<file path="src/rtl/ibex_ex_multdiv_seq_if.sv">
// Bundle of issue, multdiv-control, writeback and status signals around the M-extension sequencer.
// The master modport is the environment side (ID stage, multdiv unit, writeback); slave is the sequencer.
interface ibex_ex_multdiv_seq_if #(
  parameter int CntW = 6
);
  // Handshakes: a transfer happens on a rising clock edge where valid and ready are both 1.
  // valid never depends on ready; ready may depend combinationally on valid-side state.
  // Once raised, wb_valid stays high with wb_rd/wb_data stable until wb_ready or flush.
  logic            issue_valid;
  logic            issue_ready;
  logic [1:0]      issue_op;
  logic [1:0]      issue_signed;
  logic [4:0]      issue_rd;
  logic            flush;
  logic            mult_en;
  logic            div_en;
  logic [1:0]      multdiv_operator;
  logic [1:0]      multdiv_signed_mode;
  logic            multdiv_valid;
  logic [31:0]     multdiv_result;
  logic            wb_valid;
  logic            wb_ready;
  logic [4:0]      wb_rd;
  logic [31:0]     wb_data;
  logic            busy;
  logic [CntW-1:0] run_cycles;
  logic            err;
  logic [1:0]      dbg_state;

  modport master (
    output issue_valid, issue_op, issue_signed, issue_rd, flush,
    output multdiv_valid, multdiv_result, wb_ready,
    input  issue_ready, mult_en, div_en, multdiv_operator, multdiv_signed_mode,
    input  wb_valid, wb_rd, wb_data, busy, run_cycles, err, dbg_state
  );

  modport slave (
    input  issue_valid, issue_op, issue_signed, issue_rd, flush,
    input  multdiv_valid, multdiv_result, wb_ready,
    output issue_ready, mult_en, div_en, multdiv_operator, multdiv_signed_mode,
    output wb_valid, wb_rd, wb_data, busy, run_cycles, err, dbg_state
  );
endinterface

</file>
<file path="src/rtl/ibex_ex_multdiv_seq.sv">
// IDLE/RUN/WB sequencer driving the multi-cycle MULT/DIV unit and buffering its result for writeback.
// Define IBEX_EX_SEQ_WATCHDOG_EN to abort RUN after MaxLatency cycles with a one-cycle err pulse.
module ibex_ex_multdiv_seq #(
  parameter int MaxLatency = 37,
  parameter int CntW       = 6
) (
  input logic                 clk_i,
  input logic                 rst_i,
  ibex_ex_multdiv_seq_if.slave bus
);

  typedef enum logic [1:0] {
    IDLE = 2'd0,
    RUN  = 2'd1,
    WB   = 2'd2
  } state_e;

  localparam logic [CntW-1:0] CntMax = '1;

  if (MaxLatency < 2 || (1 << CntW) <= MaxLatency) begin : g_bad_params
    $error("ibex_ex_multdiv_seq: need MaxLatency >= 2 and 2**CntW > MaxLatency");
  end

  state_e          state_q, state_d;
  logic [1:0]      op_q;
  logic [1:0]      sgn_q;
  logic [4:0]      rd_q;
  logic [31:0]     data_q;
  logic [CntW-1:0] cnt_q;
  logic [CntW-1:0] cnt_inc;
  logic [CntW-1:0] run_cycles_q, run_cycles_d;
  logic            in_run;
  logic            accept;
  logic            capture;
  logic            timeout;

  assign in_run          = (state_q == RUN);
  // Ready while retiring lets the next op issue in the same cycle the result leaves.
  assign bus.issue_ready = ~bus.flush & ((state_q == IDLE) | ((state_q == WB) & bus.wb_ready));
  assign accept          = bus.issue_valid & bus.issue_ready;
  assign capture         = in_run & bus.multdiv_valid & ~bus.flush;
  assign cnt_inc         = (cnt_q == CntMax) ? cnt_q : cnt_q + 1'b1;

`ifdef IBEX_EX_SEQ_WATCHDOG_EN
  localparam logic [CntW-1:0] LastCnt = CntW'(MaxLatency - 1);
  localparam logic [CntW-1:0] LatCnt  = CntW'(MaxLatency);

  logic err_q;

  // A valid in the final allowed cycle wins over the abort.
  assign timeout = in_run & ~bus.multdiv_valid & ~bus.flush & (cnt_q == LastCnt);

  always_ff @(posedge clk_i or posedge rst_i) begin
    if (rst_i) begin
      err_q <= 1'b0;
    end else begin
      err_q <= timeout;
    end
  end

  assign bus.err = err_q;
`else
  assign timeout = 1'b0;
  assign bus.err = 1'b0;
`endif

  always_comb begin
    state_d = state_q;
    unique case (state_q)
      IDLE: if (accept) state_d = RUN;
      RUN: begin
        if (capture)      state_d = WB;
        else if (timeout) state_d = IDLE;
      end
      WB:   if (bus.wb_ready) state_d = accept ? RUN : IDLE;
      default: state_d = IDLE;
    endcase
    if (bus.flush) state_d = IDLE;
  end

  always_comb begin
    run_cycles_d = run_cycles_q;
    if (capture) run_cycles_d = cnt_inc;
`ifdef IBEX_EX_SEQ_WATCHDOG_EN
    if (timeout) run_cycles_d = LatCnt;
`endif
  end

  always_ff @(posedge clk_i or posedge rst_i) begin
    if (rst_i) begin
      state_q      <= IDLE;
      op_q         <= 2'b00;
      sgn_q        <= 2'b00;
      rd_q         <= 5'd0;
      data_q       <= 32'd0;
      cnt_q        <= '0;
      run_cycles_q <= '0;
    end else begin
      state_q      <= state_d;
      run_cycles_q <= run_cycles_d;
      if (accept) begin
        op_q  <= bus.issue_op;
        sgn_q <= bus.issue_signed;
        rd_q  <= bus.issue_rd;
        cnt_q <= '0;
      end else if (in_run) begin
        cnt_q <= cnt_inc;
      end
      if (capture) data_q <= bus.multdiv_result;
    end
  end

  // Enables decode from registered state, so they rise on the first RUN cycle.
  assign bus.mult_en             = in_run & ~op_q[1];
  assign bus.div_en              = in_run & op_q[1];
  assign bus.multdiv_operator    = op_q;
  assign bus.multdiv_signed_mode = sgn_q;
  assign bus.wb_valid            = (state_q == WB);
  assign bus.wb_rd               = rd_q;
  assign bus.wb_data             = data_q;
  assign bus.busy                = (state_q != IDLE);
  assign bus.run_cycles          = run_cycles_q;
  assign bus.dbg_state           = state_q;

endmodule

</file>
<file path="src/flat_wrapper.sv">
// flat-port wrapper written by rule: the top's interface ports become plain ports
module ibex_ex_multdiv_seq_flat 
#(
  parameter int MaxLatency = 37,
  parameter int CntW       = 6
)
  (clk_i, rst_i, bus_issue_valid, bus_issue_op, bus_issue_signed, bus_issue_rd, bus_flush, bus_multdiv_valid, bus_multdiv_result, bus_wb_ready, bus_issue_ready, bus_mult_en, bus_div_en, bus_multdiv_operator, bus_multdiv_signed_mode, bus_wb_valid, bus_wb_rd, bus_wb_data, bus_busy, bus_run_cycles, bus_err, bus_dbg_state);
  ibex_ex_multdiv_seq_if #(.CntW(CntW)) bus_i ();
  input logic clk_i;
  input logic rst_i;
  input wire logic [$bits(bus_i.issue_valid)-1:0] bus_issue_valid;
  input wire logic [$bits(bus_i.issue_op)-1:0] bus_issue_op;
  input wire logic [$bits(bus_i.issue_signed)-1:0] bus_issue_signed;
  input wire logic [$bits(bus_i.issue_rd)-1:0] bus_issue_rd;
  input wire logic [$bits(bus_i.flush)-1:0] bus_flush;
  input wire logic [$bits(bus_i.multdiv_valid)-1:0] bus_multdiv_valid;
  input wire logic [$bits(bus_i.multdiv_result)-1:0] bus_multdiv_result;
  input wire logic [$bits(bus_i.wb_ready)-1:0] bus_wb_ready;
  output wire logic [$bits(bus_i.issue_ready)-1:0] bus_issue_ready;
  output wire logic [$bits(bus_i.mult_en)-1:0] bus_mult_en;
  output wire logic [$bits(bus_i.div_en)-1:0] bus_div_en;
  output wire logic [$bits(bus_i.multdiv_operator)-1:0] bus_multdiv_operator;
  output wire logic [$bits(bus_i.multdiv_signed_mode)-1:0] bus_multdiv_signed_mode;
  output wire logic [$bits(bus_i.wb_valid)-1:0] bus_wb_valid;
  output wire logic [$bits(bus_i.wb_rd)-1:0] bus_wb_rd;
  output wire logic [$bits(bus_i.wb_data)-1:0] bus_wb_data;
  output wire logic [$bits(bus_i.busy)-1:0] bus_busy;
  output wire logic [$bits(bus_i.run_cycles)-1:0] bus_run_cycles;
  output wire logic [$bits(bus_i.err)-1:0] bus_err;
  output wire logic [$bits(bus_i.dbg_state)-1:0] bus_dbg_state;
  assign bus_i.issue_valid = bus_issue_valid;
  assign bus_i.issue_op = bus_issue_op;
  assign bus_i.issue_signed = bus_issue_signed;
  assign bus_i.issue_rd = bus_issue_rd;
  assign bus_i.flush = bus_flush;
  assign bus_i.multdiv_valid = bus_multdiv_valid;
  assign bus_i.multdiv_result = bus_multdiv_result;
  assign bus_i.wb_ready = bus_wb_ready;
  assign bus_issue_ready = bus_i.issue_ready;
  assign bus_mult_en = bus_i.mult_en;
  assign bus_div_en = bus_i.div_en;
  assign bus_multdiv_operator = bus_i.multdiv_operator;
  assign bus_multdiv_signed_mode = bus_i.multdiv_signed_mode;
  assign bus_wb_valid = bus_i.wb_valid;
  assign bus_wb_rd = bus_i.wb_rd;
  assign bus_wb_data = bus_i.wb_data;
  assign bus_busy = bus_i.busy;
  assign bus_run_cycles = bus_i.run_cycles;
  assign bus_err = bus_i.err;
  assign bus_dbg_state = bus_i.dbg_state;
  ibex_ex_multdiv_seq #(.MaxLatency(MaxLatency), .CntW(CntW)) u_core (.clk_i(clk_i), .rst_i(rst_i), .bus(bus_i));
endmodule
</file>
<file path="config.mk">
export PLATFORM = sky130hd
export DESIGN_NAME = ibex_ex_multdiv_seq_flat
export DESIGN_NICKNAME = d
export VERILOG_FILES = /design/src/rtl/ibex_ex_multdiv_seq_if.sv /design/src/rtl/ibex_ex_multdiv_seq.sv /design/src/flat_wrapper.sv
export SDC_FILE = /design/constraint.sdc
export NUM_CORES = 1
export LEC_CHECK = 0
export BUFFER_PORTS_ARGS = -buffer_cell sky130_fd_sc_hd__buf_2
export CAP_MARGIN = 20
export CELL_PAD_IN_SITES_DETAIL_PLACEMENT = 1
export CELL_PAD_IN_SITES_GLOBAL_PLACEMENT = 1
export CORE_MARGIN = 2
export CORE_UTILIZATION = 31
export DETAILED_ROUTE_END_ITERATION = 6
export PLACE_DENSITY = 0.72
export SYNTH_ARGS = -nofsm -noshare
export SYNTH_HDL_FRONTEND = slang
export SYNTH_SLANG_ARGS = --single-unit
</file>
<file path="constraint.sdc">
create_clock -name clk_i -period 1.79 [get_ports clk_i]
set_input_delay 0.537 -clock clk_i [delete_from_list [all_inputs] [get_ports clk_i]]
set_output_delay 0.537 -clock clk_i [all_outputs]
set_load 0.05 [all_outputs]
</file>
Word level (Yosys, flattened, before mapping)
Cells that the tools add are included.

storage, ports and cells
  register bits = 55
  bits of input ports = 47
  output and inout port bits = 55
  word-level logic and storage cells = 37

cells by class
  $add $sub $neg = 1
  eq/ne operators = 6
  muxes and demuxes = 9
  bitwise gates (word level) = 10
  reductions and logical operators = 4

operators by type and width
  operator               number
  $mux W6                3
  $mux W2                4
  $and A1 B1 Y1          7
  $add A6 B1 Y6 const B  1
  $eq A6 B6 Y1 const B   1
  $ne A3 B3 Y1 const B   2
  $pmux W2 S3            1
  $reduce_bool A2 Y1     2
  $ne A3 B2 Y1 const B   1
  $reduce_and A3 Y1      1
  $eq A2 B1 Y1 const B   1
  $eq A2 B2 Y1 const B   1
  $logic_not A2 Y1       1
  $not A1 Y1             2
  $mux W1                1
  $or A1 B1 Y1           1

Longest topological paths before layout
  depth after elaboration = 9
  depth in mapped cells = 5
  depth with buffers taken out = 4

Worst setup path after synthesis
No wires, ideal clock.

  path kind = reg-to-output
  start point = register u_core.state_q[1] (netlist: u_core.bus.dbg_state[1])
  end point = output bus_issue_ready
  arrival time = 1857 ps
  data required time = 1253 ps
  path slack = -604 ps
  cell stages (with the launch flop) = 3
  path buffers = 0
  cells stage by stage = dfrtp_1 nor2b_4 nor3_1

between the ends
  cells in the longest elaborated chain, start to end = 4

RTL lines
  element                   RTL line                   text
  start: declaration        ibex_ex_multdiv_seq.sv:24  state_e state_q, state_d;
  start signal: assignment  ibex_ex_multdiv_seq.sv:99  state_q <= state_d;
  $eq A2 B2 Y1              ibex_ex_multdiv_seq.sv:39  assign bus.issue_ready = ~bus.flush & ((state_q == IDLE) | ((state_q == WB) & bus.wb_ready));
  $and A1 B1 Y1             ibex_ex_multdiv_seq.sv:39
  $or A1 B1 Y1 *            ibex_ex_multdiv_seq.sv:39
  $and A1 B1 Y1 *           ibex_ex_multdiv_seq.sv:39
  end: declaration          flat_wrapper.sv:19         output wire logic [$bits(bus_i.issue_ready)-1:0] bus_issue_ready;

Every way passes the cells marked *; elsewhere a longest branch is shown, timed or not.

Final worst setup path
  start point = register u_core.state_q[1] (netlist: u_core.bus.dbg_state[1])
  end point = output bus_busy

between the ends
  cells in the longest elaborated chain, start to end = 1

RTL lines
  element             RTL line                    text
  $reduce_bool A2 Y1  ibex_ex_multdiv_seq.sv:121  assign bus.busy = (state_q != IDLE);
  end: declaration    flat_wrapper.sv:27          output wire logic [$bits(bus_i.busy)-1:0] bus_busy;

Every way passes these cells.

==> impl_metrics.json <==
{
  "critPathKind": "reg -> out",
  "ant_nets": 0,
  "via_count": 2016,
  "slew_violations": 0,
  "place_congestion": 0.7410,
  "p_int_mw": 2.372,
  "start_kind": "flop",
  "swShare_pct": 46.58,
  "cts_tree": "done",
  "setup_viol": 0,
  "overflow": 0,
  "area_growth_pct": 35.36,
  "cts_root_buffer": "clkbuf_8",
  "grt_pass1_wl_mm": 9.887,
  "final_area_mm2": 0.003204,
  "power_density_mw_per_mm2": 1386,
  "finalNetCount": 398,
  "placed_cell_area_mm2": 0.003037,
  "drtPass1Iterations": 4,
  "start_util_pct": 32.29,
  "final_layout_size_suffix_gt1_share_pct": 41.88,
  "finalPower_mw": 4.440,
  "critPathRequiredTime_ns": 1.25,
  "wl_per_cell_um": 13.34,
  "syn_nets": 289,
  "grt_max_degree": 32,
  "period_needed_ns": 1.789,
  "finalCritPeriodShare_pct": 99.97,
  "diodes": 0,
  "drt_wl_total_mm": 6.003,
  "power_frac_seq_pct": 39.0,
  "port-buffer-count": 100,
  "num_rows": 31,
  "cts.clk_slew.worst_paths_ns": 0.10,
  "ios": 102,
  "ys_ff_latch": 55,
  "grt_antenna_before_repair": 0,
  "cap_violations": 0,
  "peakVddDrop_mv": 0.5233,
  "grt_usage_pct": 14.63,
  "netlist_instances": 241,
  "p_leak_nw": 1.712,
  "status": "complete, no violations",
  "ys_top_cells_by_count": "nand2_1 (103), dfrtp_1 (55), buf_2 (12)",
  "finalHoldViolCount": 0,
  "ys.warnings.count": 0,
  "rr_startpoint": "u_core.bus.dbg_state[0]",
  "end_kind": "primary output",
  "yosysSeqAreaShare_pct": 58.14,
  "pwr-share-clk_pct": 16.2,
  "holdCritPathClass": "in -> async",
  "post-synth-top-area-cell": "dfrtp_1",
  "setup_tns_ns": 0,
  "max_freq_mhz": 558.8,
  "drtIter0Drc": 45,
  "drc_errors": 0,
  "grt_pass1_vias": 2004,
  "switching_power_mw": 2.068,
  "yosys.cell_count.top_type": "nand2_1",
  "ctsLongestPathBuffers": 2,
  "synthFlopType": "dfrtp_1",
  "yosys-top-cells-area": "dfrtp_1 (58%), nand2_1 (16%), mux2_2 (2.9%)",
  "die-height_um": 91.39,
  "synthesis.area_mm2": 0.002367,
  "vias_per_cell": 4.480,
  "cts_buffers": 5,
  "htreeDepth": 2,
  "die_x_um": 91.39,
  "synthArstFlopShare_pct": 100.0,
  "crit_start": "u_core.bus.dbg_state[1]",
  "clock_skew_ns": 0.005592,
  "rsz0062_at_grt": "true",
  "power_frac_comb_pct": 44.8,
  "worstPathMaxFanout": 8,
  "coreArea_mm2": 0.007331,
  "arrival_ns": 1.25,
  "clk_latency_ns": 0.30,
  "clock-sinks": 55,
  "postSynthAreaPerCell_um2": 9.823,
  "fill_cells": 891,
  "dp_slack_ns": 0.1395,
  "dp_hpwl_mm": 4.511,
  "cts_hold_buf": 0,
  "synth.distinct_cells": 40,
  "synth_top_area_share_pct": 58.14,
  "timing.final.ws_setup_ns": 0.0005157,
  "die-area_mm2": 0.008351,
  "synth-edff-count": 0
}
-- cell type report --
type / instances / area, um^2 / share of cell area, %
clock buffer: 7 / 86.33 / 2.694
timing repair buffer: 117 / 663.1 / 20.70
multi-input combinational: 169 / 932.1 / 29.09
sequential: 55 / 1379 / 43.03
clock inverter: 1 / 8.758 / 0.2733
tap: 99 / 123.9 / 3.866
inverter: 2 / 11.26 / 0.3514
-- layout by cell type (no fill, tap or decap), types with 4 or more instances in the layout --
cell	synthesis	final
buf_6	1	4
nor2_1	7	6
a31oi_1	5	5
a21oi_1	4	4
mux2_2	6	6
clkbuf_8	0	6
dfrtp_1	55	53
nand2_1	103	103
buf_2	12	95
buf_4	1	16
-- cells by family (layout without fill, tap and decap cells) --
| group | after synthesis | after routing | synth area share [%] |
|---|---|---|---|
| and+or+nand+nor | 132 | 132 | 24.95 |
| other | 1 | 1 | 0.1584 |
| AOI/OAI and AO/OA | 24 | 24 | 6.872 |
| xor gates and xnor gates | 1 | 1 | 0.3700 |
| muxes | 10 | 10 | 5.179 |
| DFF | 55 | 55 | 58.14 |
| buffers and inverters | 17 | 127 | 3.806 |
| adders and majority gates | 1 | 1 | 0.5285 |
-- worst max-delay path, cell delays in order, from the launching register on --
cell and delay [ns]:
dfrtp_2 0.47, or2_2 0.32, buf_6 0.16
-- final timing paths --
path | end | slack (ns) | depth (start not counted)
worst min register to register | u_core.bus.wb_data[7] | 0.48 | 2
max in group asynchronous | u_core.bus.dbg_state[0] | 1.13 | 3
worst max register to register | u_core.bus.wb_rd[3] | 0.11 | 5
min in group clk_i | u_core.bus.wb_data[20] | 0.42 | 3
worst min-delay path | u_core.bus.wb_data[18] | 0.31 | 3
worst max-delay path | bus_busy | 0.0005 | 2
-- flip-flops by register name (all words and copies together), names as in the netlist --
signal and cells:
u_core.bus.wb_data 32, u_core.bus.run_cycles 6, u_core.cnt_q 6, u_core.bus.wb_rd 5, u_core.bus.dbg_state 2, u_core.bus.multdiv_operator 2
u_core.bus.multdiv_signed_mode 2
-- routing by layer --
| metal | up-vias | share of wire [%] | GRT usage (%) |
|---|---|---|---|
| met5 | - | 0 | 0 |
| li1 | 1001 | - | - |
| met3 | 5 | 6.4 | 3.485 |
| met4 | 0 | 0.92 | 3.409 |
| met1 | 936 | 48 | 20.00 |
| met2 | 74 | 45 | 23.47 |
-- per-stage QoR --
step | instances | hold slack (ns) | utilization, %
floorplan | 241 | 0.5754 | -
global route | 450 | 0.3220 | 43.71
finish | 450 | 0.3083 | 43.71
detailed placement | 439 | 0.4583 | 41.42
CTS | 450 | 0.3058 | 43.68
global placement | 439 | 0.4545 | 41.42
-- power by group through the flow --
stage	logic, mW	registers, mW	clock network, mW
2_1_floorplan	0.429	2.78	0
3_3_place_gp	1.95	1.75	0
3_5_place_dp	1.98	1.77	0
4_1_cts	2.01	1.74	0.750
5_1_grt	2.11	1.78	0.812
6_report	1.99	1.73	0.717
-- repair_timing --
action,in CTS,in global routing
setup endpoints to repair,4,5
pin swaps,0,0
gates resized for setup,14,1
setup buffers,3,0
No activity file was read; power rests on OpenSTA's default activity.
